===== src/rtl/uart_tx_param.sv =====
// Parametrised UART transmitter: start bit, DATA_BITS data bits LSB first, optional parity, 1-2 stop bits.
// Latency: start bit appears on tx_serial the cycle after the accepting edge; frame is N*CLKS_PER_BIT clks.
// Backpressure: tx_ready is high only in IDLE; tx_dv while busy is dropped, never queued.
module uart_tx_param #(
    parameter int CLKS_PER_BIT = 868,
    parameter int DATA_BITS    = 8,
    parameter int PARITY       = 0,
    parameter int STOP_BITS    = 1
) (
    input  logic                 clk,
    input  logic                 rst,
    input  logic                 tx_dv,
    input  logic [DATA_BITS-1:0] tx_byte,
    output logic                 tx_ready,
    output logic                 tx_active,
    output logic                 tx_serial,
    output logic                 tx_done
);

    // Bit-time counter width; the max() guard keeps a legal 1-bit counter if CLKS_PER_BIT is misconfigured.
    localparam int CW = (CLKS_PER_BIT > 2) ? $clog2(CLKS_PER_BIT) : 1;
    // Index counter is one bit wider than needed so it never wraps while counting data bits.
    localparam int IW = $clog2(DATA_BITS) + 1;

    localparam logic [CW-1:0] CNT_LAST  = CW'(CLKS_PER_BIT - 1);
    localparam logic [IW-1:0] DATA_LAST = IW'(DATA_BITS - 1);
    localparam logic [IW-1:0] STOP_LAST = IW'(STOP_BITS - 1);

    // Reject parameter combinations the frame logic was not built for.
    if (CLKS_PER_BIT < 2) begin : g_bad_cpb
        $error("uart_tx_param: CLKS_PER_BIT must be >= 2");
    end
    if (DATA_BITS < 5 || DATA_BITS > 9) begin : g_bad_data
        $error("uart_tx_param: DATA_BITS must be 5..9");
    end
    if (PARITY < 0 || PARITY > 2) begin : g_bad_parity
        $error("uart_tx_param: PARITY must be 0, 1 or 2");
    end
    if (STOP_BITS < 1 || STOP_BITS > 2) begin : g_bad_stop
        $error("uart_tx_param: STOP_BITS must be 1 or 2");
    end

    typedef enum logic [2:0] {
        S_IDLE   = 3'd0,
        S_START  = 3'd1,
        S_DATA   = 3'd2,
        S_PARITY = 3'd3,
        S_STOP   = 3'd4
    } state_t;

    state_t                state;
    logic [CW-1:0]         clk_cnt;
    logic [IW-1:0]         bit_idx;
    logic [DATA_BITS-1:0]  shift_reg;
    logic                  parity_bit;
    logic                  bit_end;

    // Last clock of the current bit period.
    assign bit_end = (clk_cnt == CNT_LAST);

    // Frame sequencer: every output is registered so tx_serial is glitch-free toward the pin.
    always_ff @(posedge clk or posedge rst) begin
        if (rst) begin
            state      <= S_IDLE;
            clk_cnt    <= '0;
            bit_idx    <= '0;
            shift_reg  <= '0;
            parity_bit <= 1'b0;
            tx_serial  <= 1'b1;
            tx_active  <= 1'b0;
            tx_ready   <= 1'b1;
            tx_done    <= 1'b0;
        end else begin
            tx_done <= 1'b0;
            case (state)
                S_IDLE: begin
                    tx_serial <= 1'b1;
                    clk_cnt   <= '0;
                    bit_idx   <= '0;
                    if (tx_dv && tx_ready) begin
                        // Word and its parity are frozen here; later tx_byte changes are ignored.
                        shift_reg  <= tx_byte;
                        parity_bit <= (PARITY == 1) ? ~^tx_byte : ^tx_byte;
                        tx_serial  <= 1'b0;
                        tx_active  <= 1'b1;
                        tx_ready   <= 1'b0;
                        state      <= S_START;
                    end
                end

                S_START: begin
                    if (bit_end) begin
                        clk_cnt   <= '0;
                        tx_serial <= shift_reg[0];
                        state     <= S_DATA;
                    end else begin
                        clk_cnt <= clk_cnt + 1'b1;
                    end
                end

                S_DATA: begin
                    if (bit_end) begin
                        clk_cnt <= '0;
                        if (bit_idx == DATA_LAST) begin
                            bit_idx <= '0;
                            if (PARITY != 0) begin
                                tx_serial <= parity_bit;
                                state     <= S_PARITY;
                            end else begin
                                tx_serial <= 1'b1;
                                state     <= S_STOP;
                            end
                        end else begin
                            // Shift right so the next data bit is always at [1] -> [0].
                            bit_idx   <= bit_idx + 1'b1;
                            shift_reg <= shift_reg >> 1;
                            tx_serial <= shift_reg[1];
                        end
                    end else begin
                        clk_cnt <= clk_cnt + 1'b1;
                    end
                end

                S_PARITY: begin
                    if (bit_end) begin
                        clk_cnt   <= '0;
                        tx_serial <= 1'b1;
                        state     <= S_STOP;
                    end else begin
                        clk_cnt <= clk_cnt + 1'b1;
                    end
                end

                S_STOP: begin
                    if (bit_end) begin
                        clk_cnt <= '0;
                        if (bit_idx == STOP_LAST) begin
                            // Frame complete: done and ready rise together, active falls.
                            bit_idx   <= '0;
                            tx_done   <= 1'b1;
                            tx_active <= 1'b0;
                            tx_ready  <= 1'b1;
                            state     <= S_IDLE;
                        end else begin
                            bit_idx <= bit_idx + 1'b1;
                        end
                    end else begin
                        clk_cnt <= clk_cnt + 1'b1;
                    end
                end

                default: begin
                    tx_serial <= 1'b1;
                    tx_active <= 1'b0;
                    tx_ready  <= 1'b1;
                    clk_cnt   <= '0;
                    bit_idx   <= '0;
                    state     <= S_IDLE;
                end
            endcase
        end
    end

endmodule

===== config.mk =====
export PLATFORM = sky130hd
export DESIGN_NAME = uart_tx_param
export DESIGN_NICKNAME = d
export VERILOG_FILES = /design/src/rtl/uart_tx_param.sv
export SDC_FILE = /design/constraint.sdc
export NUM_CORES = 1
export LEC_CHECK = 0
export BUFFER_PORTS_ARGS = -buffer_cell sky130_fd_sc_hd__buf_2
export CAP_MARGIN = 25
export CORE_MARGIN = 2
export CORE_UTILIZATION = 58
export CTS_CLUSTER_DIAMETER = 120
export DETAILED_ROUTE_END_ITERATION = 12
export MAX_ROUTING_LAYER = met4
export PLACE_DENSITY_LB_ADDON = 0.12
export SKIP_CTS_REPAIR_TIMING = 1
export SKIP_LAST_GASP = 1
export SYNTH_ARGS = -nofsm -noshare
export SYNTH_HDL_FRONTEND = slang
export SYNTH_SLANG_ARGS = --single-unit

===== constraint.sdc =====
create_clock -name clk -period 2.3 [get_ports clk]
set_input_delay 0.23 -clock clk [delete_from_list [all_inputs] [get_ports clk]]
set_output_delay 0.23 -clock clk [all_outputs]
set_load 0.02 [all_outputs]

# Word-level counts from Yosys, hierarchy flattened
# Cells that the tools add are included.
# word_totals
wordCells,75
regBits,29
in_bits,11
# op_classes
add_sub_neg,2
n_reduce_logical,12
muxes,36
eq_ne,14
bitwise,3
# op_table
op,count
2-to-1 mux 8 bit,3
2-to-1 mux 3 bit,7
2-to-1 mux 10 bit,2
2-to-1 mux 4 bit,4
inequality test 2 bit (second input constant),8
case mux 8 bit (2 select lines),1
case mux 3 bit (5 select lines),1
2-to-1 mux 1 bit,14
case mux 4 bit (3 select lines),1
AND reduction 4 bit,3
adder 10 x 1 -> 10 bit (second input constant),1
== test 10 bit (second input constant),1
AND reduction 7 bit,1
== test 3 x 2 -> 1 bit (second input constant),2
case mux 1 bit (3 select lines),2
case mux 1 bit (5 select lines),1
adder 4 x 1 -> 4 bit (second input constant),1
== test 4 x 3 -> 1 bit (second input constant),1
zero test 4 bit,1
OR reduction 4 bit,1
== test 3 x 1 -> 1 bit (second input constant),1
== test 3 bit (second input constant),1
zero test 3 bit,1
inverter 1 bit,3
5 further kinds,5

# Logic depth before layout (Yosys ltp)
# Gate-level depths: netlist (run 1).
# depth
depth_word,4
ltp_mapped,6

# Worst setup path before layout (run 1)
# OpenSTA, ideal clock, no wires.
# synth_path
path_kind,register to register
start,register clk_cnt[4]
end,register shift_reg[1]
setup_time_ns,0.119
n_path_buf,2
required_ns,2.181
period_less_slack_ns,1.892
arrival_time_ns,1.773
setup_slack_ns,0.408
path_stages_with_launch,7
cell_sequence,dfrtp_1 buf_6 or3_4 or3_4 buf_6 o32a_1 o21a_1
# synth_via
elab_chain_len,3
# synth_lines
element,line,text
start: declaration,52,logic [CW-1:0] clk_cnt;
start signal: assignment,97,clk_cnt <= clk_cnt + 1'b1;
start signal: assignment,120,clk_cnt <= clk_cnt + 1'b1;
start signal: assignment,130,clk_cnt <= clk_cnt + 1'b1;
== test 10 bit,59,assign bit_end = (clk_cnt == CNT_LAST);
inequality test 2 bit (no line),n/a,
AND reduction 4 bit (no line),n/a,
end signal: assignment,82,shift_reg <= tx_byte;
end signal: assignment,116,shift_reg <= shift_reg >> 1;
end: declaration,54,logic [DATA_BITS-1:0] shift_reg;
# Every way passes these cells.
# A chain may end at the register's enable or synchronous reset.

# Worst setup path after layout (run 1)
# layout_path
start,register state[0]
end,register shift_reg[0]
# layout_via
elab_chain_len,3
word_cells_on_any_way,8
# layout_lines
element,line,text
start: declaration,51,state_t state;
start signal: assignment,64,state <= S_IDLE;
start signal: assignment,87,state <= S_START;
start signal: assignment,95,state <= S_DATA;
== test 3 x 2 -> 1 bit / zero test 3 bit (equally long branches),75,case (state)
inequality test 2 bit (no line) / nonzero test 2 bit (equally long branches),n/a,
AND reduction 4 bit (no line),n/a,
# Several ways; a longest one is shown, not always the timed one.

==> flow_metrics.env, run 1 <==
export IMPL_pin_count=15
export IMPL_syn_area_per_cell_um2=10.1
export IMPL_clockRootBuffer="clkbuf_4"
export IMPL_die_h_um=55.7
export IMPL_critical_path_class="flip-flop to flip-flop"
export IMPL_antenna_found_initial=0
export IMPL_wl_per_cell_um=14.4
export IMPL_slew_violations=0
export IMPL_drc=0
export IMPL_grt_pass1_vias=1152
export IMPL_synth_mux_area_share_pct=2.01
export IMPL_cts_tree="done"
export IMPL_cp_max_fo=14
export IMPL_grtUsageMet2_pct=33.7
export IMPL_tightest_slew_ps=521
export IMPL_netlist_area_um2=1550
export IMPL_grt_pass1_wl_mm=5.08
export IMPL_synthCells=154
export IMPL_final_cell_mix="27 x dfrtp_1, 20 x nor2_1, 14 x buf_2"
export IMPL_grt_busiest_layer="met2"
export IMPL_reg2reg_slack_ps=330
export IMPL_synth_area_leader_cell="dfrtp_1"
export IMPL_fin_worst_skew_ps=17.1
export IMPL_grt_util_all_layers_pct=21.1
export IMPL_r2r_start="state[0]$_DFFE_PP0P_"
export IMPL_grtUsageMet1_pct=26.5
export IMPL_synth_area_top_cells="dfrtp_1 44%, nor2_1 4.8%, xor2_1 3.9%"
export IMPL_fin_nets=188
export IMPL_ff2ff_path_depth=4
export IMPL_fin_crit_ps=1970
export IMPL_placed_area_um2=1660
export IMPL_leakage_nw=0.751
export IMPL_final_layout_size_suffix_gt1_share_pct=19.5
export IMPL_final_common_cell="dfrtp_1"
export IMPL_fin_crit_sh_pct=85.6
export IMPL_synth_distinct_cells=47
export IMPL_multi_input_area_um2=761
export IMPL_hold_violations=0
export IMPL_gr_total_overflow=0
export IMPL_num_rows=18
export IMPL_ys_seq_elements=29
export IMPL_via_per_inst=6.05
export IMPL_via_count=1234
export IMPL_fill_cells=197
export IMPL_cts_sink_count=29
export IMPL_coreArea_um2=2500
export IMPL_min_from="tx_dv"
export IMPL_grt_max_degree=17
export IMPL_ir_drop_mv=0.503
export IMPL_drt_total_wl_mm=2.93
export IMPL_numCtsBuffers=5
export IMPL_hold_depth=4
export IMPL_portBuffers=14
export IMPL_cp_start_kind="flip-flop"
export IMPL_hold_path_class="input port to flip-flop"
export IMPL_fmax_mhz=508
export IMPL_start_util_pct=62.1
export IMPL_register_area_um2=728
export IMPL_synth_compound_area_share_pct=17.9
export IMPL_cts_path_max_buffers=2
export IMPL_yosys_area_share_adder_pct=2.42
export IMPL_finalInstanceArea_um2=1720
export IMPL_relSlewSlack_pct=65.2
export IMPL_synth_xor_area_share_pct=5.08
export IMPL_synthToLayoutAreaGrowth_pct=10.9
export IMPL_end_kind="flip-flop"
export IMPL_maxCapViolCount=0
export IMPL_clk_pin_slew_worst_paths_ps=100
export IMPL_die_w_um=55.7
export IMPL_clk_latency_ps=320
export IMPL_powerDensity_nw_per_um2=575
export IMPL_die_area_um2=3110
export IMPL_required_ps=2550
export IMPL_synth_simple_area_share_pct=21.6
export IMPL_drt_first_pass_iters=4
export IMPL_timing_rr_end="shift_reg[0]$_DFFE_PP0P_"
export IMPL_antenna_cells=0
export IMPL_ys_warnings_count=0
export IMPL_ant_nets=0
export IMPL_finalWeightedCongestion=0.829
export IMPL_hold_path_endpoint="tx_ready$_DFFE_PP1P_"
export IMPL_syn_nets=168
export IMPL_tns_ps=0
export IMPL_fin_cells=204
export IMPL_dpl_hpwl_mm=2.13
export IMPL_worstPathArrival_ps=2220
export IMPL_outcome="complete, no violations"
export IMPL_post_place_cells=196
export IMPL_drtIter0Drc=48
export IMPL_rsz0062_at_grt="false"
export IMPL_synth_top_family_by_area="simple AND/OR/NAND/NOR gates"
export IMPL_largest_reg_flops=10
export IMPL_met3_usage_pct=6.05
export IMPL_htreeDepth=2
export IMPL_setup_viol=0
export IMPL_yosysSeqAreaShare_pct=46.9
export IMPL_synth_top_cell_area_share_pct=43.5
-- cell usage after synthesis (all sizes together) --
cell type / count
a211o: 1
a21o: 1
a21oi: 8
a22o: 2
a2bb2oi: 1
a311o: 1
a32oi: 1
and3: 2
and4: 1
buf: 3
clkbuf: 4
dfrtp: 27
dfstp: 2
ha: 3
inv: 6
mux2: 1
mux2i: 2
nand2: 9
nand2b: 1
nand3: 4
nand3b: 2
nand4: 3
nand4b: 1
nor2: 20
nor2b: 2
nor3: 4
nor3b: 2
nor4: 3
nor4b: 1
nor4bb: 1
o2111a: 1
o21a: 5
o21ai: 2
o221a: 2
o221ai: 1
o22ai: 1
o2bb2ai: 1
o31ai: 1
o32a: 6
or3: 4
or3b: 1
or4: 1
xnor2: 2
xor2: 7
-- per-stage QoR --
step	total power, mW	setup WS (ps)	utilization (%)	hold WS, ps
4_1_cts	1.00	347	68.5	-76.1
3_3_place_gp	0.686	406	66.3	283
6_report	0.989	332	68.9	183
3_5_place_dp	0.691	376	66.3	279
5_1_grt	1.04	159	68.9	191
2_1_floorplan	0.658	408	-	307
-- power by group --
part	internal, mW	leakage (nW)	total, mW	switching [mW]
logic	0.0542	0.354	0.109	0.0548
clock network	0.144	0.0314	0.307	0.163
registers	0.543	0.366	0.573	0.0307
-- how the worst max path moves through the flow --
stage / start / to / slack, ps / cells past startpoint
final: state[0]$_DFFE_PP0P_ / shift_reg[0]$_DFFE_PP0P_ / 330 / 4
after global routing: state[0]$_DFFE_PP0P_ / shift_reg[0]$_DFFE_PP0P_ / 160 / 4
after CTS: clk_cnt[4]$_DFF_PP0_ / shift_reg[0]$_DFFE_PP0P_ / 350 / 4
after detailed placement: state[0]$_DFFE_PP0P_ / shift_reg[0]$_DFFE_PP0P_ / 380 / 4
after global placement: state[0]$_DFFE_PP0P_ / shift_reg[6]$_DFFE_PP0P_ / 410 / 4
after floorplan: clk_cnt[4]$_DFF_PP0_ / shift_reg[1]$_DFFE_PP0P_ / 410 / 6
-- worst max-delay path, stage by stage, from the launching register on --
cell	delay, ps
dfrtp_1	540
nor2_1	380
nand3_1	360
o21ai_2	390
o221a_2	240
-- final cells by class --
| type | instances | area share, % |
|---|---|---|
| repair buffers | 20 | 6.83 |
| flip-flops and latches | 29 | 42.3 |
| multi-input cells | 112 | 44.2 |
| well taps | 30 | 2.18 |
| clock buffers | 7 | 3.20 |
| inverters | 6 | 1.31 |
-- per-layer routing --
metal  up-vias  wire (µm)
met2        24       1390
met4         0         35
met1       592       1400
met5         -          0
met3         6        105
li1        612          -
-- kinds of logic after synthesis --
family | count (synthesis)
muxes | 3
adders and majority gates | 3
buffers and inverters | 13
AOI/OAI and AO/OA | 35
DFF | 29
xor gates and xnor gates | 9
and+or+nand+nor | 62
(Power assumes the default switching activity.)
==> inputs of run 2 (changes only) <==
- REMOVE_ABC_BUFFERS: unset -> 1
- clock period: 2.3 -> 2.16 ns (I/O delays scaled with it)
==> flow_metrics.env, run 2 (synthesis results as in run 1) <==
export IMPL_hold_path_endpoint="shift_reg[0]$_DFFE_PP0P_"
export IMPL_grt_busiest_layer="met2"
export IMPL_leakage_nw=0.771
export IMPL_drt_total_wl_mm=3.10
export IMPL_drtIter0Drc=37
export IMPL_p_comb_share_pct=11.0
export IMPL_wl_per_cell_um=15.0
export IMPL_ff2ff_path_depth=4
export IMPL_numCtsBuffers=5
export IMPL_die_w_um=55.7
export IMPL_final_layout_size_suffix_gt1_share_pct=21.5
export IMPL_gr_total_overflow=0
export IMPL_num_rows=18
export IMPL_grtUsageMet1_pct=28.4
export IMPL_cp_max_fo=14
export IMPL_cts_tree="done"
export IMPL_fin_nets=190
export IMPL_cts_path_max_buffers=2
export IMPL_via_count=1243
export IMPL_slew_violations=0
export IMPL_relSlewSlack_pct=67.8
export IMPL_grt_util_all_layers_pct=23.4
export IMPL_rsz0062_at_grt="false"
export IMPL_clk_pin_slew_worst_paths_ps=90
export IMPL_hold_violations=0
export IMPL_fin_crit_sh_pct=89.1
export IMPL_pin_count=15
export IMPL_ant_nets=0
export IMPL_dpl_hpwl_mm=2.25
export IMPL_clockRootBuffer="clkbuf_4"
export IMPL_portBuffers=14
export IMPL_drc=0
export IMPL_powerDensity_nw_per_um2=634
export IMPL_fill_cells=194
export IMPL_fmax_mhz=520
export IMPL_finalPower_mw=1.11
export IMPL_fin_crit_ps=1920
export IMPL_p_int_uw=826
export IMPL_start_util_pct=62.1
export IMPL_grt_max_degree=30
export IMPL_final_cell_mix="27 x dfrtp_1, 20 x nor2_1, 14 x buf_2"
export IMPL_synthToLayoutAreaGrowth_pct=12.8
export IMPL_setup_viol=0
export IMPL_r2r_start="clk_cnt[4]$_DFF_PP0_"
export IMPL_final_common_cell="dfrtp_1"
export IMPL_cp_start_kind="flip-flop"
export IMPL_finalWeightedCongestion=0.918
export IMPL_htreeDepth=2
export IMPL_critical_path_class="flip-flop to flip-flop"
export IMPL_largest_reg_flops=10
export IMPL_multi_input_area_um2=761
export IMPL_drt_first_pass_iters=4
export IMPL_grtUsageMet2_pct=35.2
export IMPL_switchingPower_uw=284
export IMPL_antenna_cells=0
export IMPL_hold_path_class="input port to flip-flop"
export IMPL_met3_usage_pct=5.81
export IMPL_grt_pass1_wl_mm=5.44
export IMPL_die_area_um2=3110
export IMPL_worstPathArrival_ps=2210
export IMPL_power_frac_seq_pct=54.9
export IMPL_fin_worst_skew_ps=10.3
export IMPL_cts_sink_count=29
export IMPL_tns_ps=0
export IMPL_grt_pass1_vias=1250
export IMPL_antenna_found_initial=0
export IMPL_tightest_slew_ps=481
export IMPL_via_per_inst=6.00
export IMPL_hold_depth=2
export IMPL_outcome="complete, no violations"
export IMPL_switching_share_pct=25.6
export IMPL_min_from="tx_byte[0]"
export IMPL_required_ps=2440
export IMPL_pwr_share_clk_pct=34.1
export IMPL_clk_latency_ps=340
export IMPL_die_h_um=55.7
export IMPL_coreArea_um2=2500
export IMPL_reg2reg_slack_ps=240
export IMPL_timing_rr_end="shift_reg[6]$_DFFE_PP0P_"
export IMPL_maxCapViolCount=0
export IMPL_end_kind="flip-flop"
export IMPL_ir_drop_mv=0.429
export IMPL_register_area_um2=728
-- run 2: cell types whose count changed in the layout (fill, tap and decap cells not counted), sizes merged --
cell,delta
clkinv,+1
buf,+2
-- run 2: worst max-delay path, stage by stage (launching register included) --
cell and delay, ps:
dfrtp_1 450, or3_4 430, or3_4 420, o21ai_2 320, o221a_2 250
-- run 2: how the worst max path moves through the flow --
stage | from | endpoint | slack, ps
finish | clk_cnt[4]$_DFF_PP0_ | shift_reg[6]$_DFFE_PP0P_ | 240
detailed placement | clk_cnt[4]$_DFF_PP0_ | shift_reg[6]$_DFFE_PP0P_ | 240
global route | state[0]$_DFFE_PP0P_ | shift_reg[6]$_DFFE_PP0P_ | 100
global placement | clk_cnt[4]$_DFF_PP0_ | shift_reg[0]$_DFFE_PP0P_ | 300
CTS | clk_cnt[4]$_DFF_PP0_ | shift_reg[6]$_DFFE_PP0P_ | 230
floorplan | clk_cnt[4]$_DFF_PP0_ | shift_reg[0]$_DFFE_PP0P_ | 350
-- run 2: area by class of cell --
| class | instances | area share (%) |
|---|---|---|
| inverters | 6 | 1.29 |
| clock buffers | 7 | 3.71 |
| clock inverters | 1 | 0.286 |
| repair buffers | 22 | 7.57 |
| flip-flops and latches | 29 | 41.6 |
| well taps | 30 | 2.14 |
| multi-input cells | 112 | 43.4 |
-- run 2: power by group through the flow --
| stage | combinational [mW] | clock (mW) | sequential, mW |
|---|---|---|---|
| after floorplan | 0.0866 | 0 | 0.612 |
| after global placement | 0.117 | 0 | 0.617 |
| after detailed placement | 0.122 | 0 | 0.620 |
| after CTS | 0.122 | 0.394 | 0.609 |
| after global routing | 0.138 | 0.411 | 0.614 |
| final | 0.122 | 0.378 | 0.610 |
-- run 2: metrics by stage --
step	cells	util, %	cell area, µm²	setup WS (ps)	hold slack [ps]
2_1_floorplan	147	-	1510	345	293
3_3_place_gp	198	66.9	1670	303	293
3_5_place_dp	198	66.9	1670	238	297
4_1_cts	206	69.7	1740	229	-78.7
5_1_grt	207	70.1	1750	104	146
6_report	207	70.1	1750	235	163
-- run 2: routing by layer --
layer | vias up | part of all wire (%)
met4 | 0 | 1.6
met1 | 589 | 46
met3 | 7 | 5.0
met2 | 32 | 47
li1 | 615 | -
met5 | - | 0
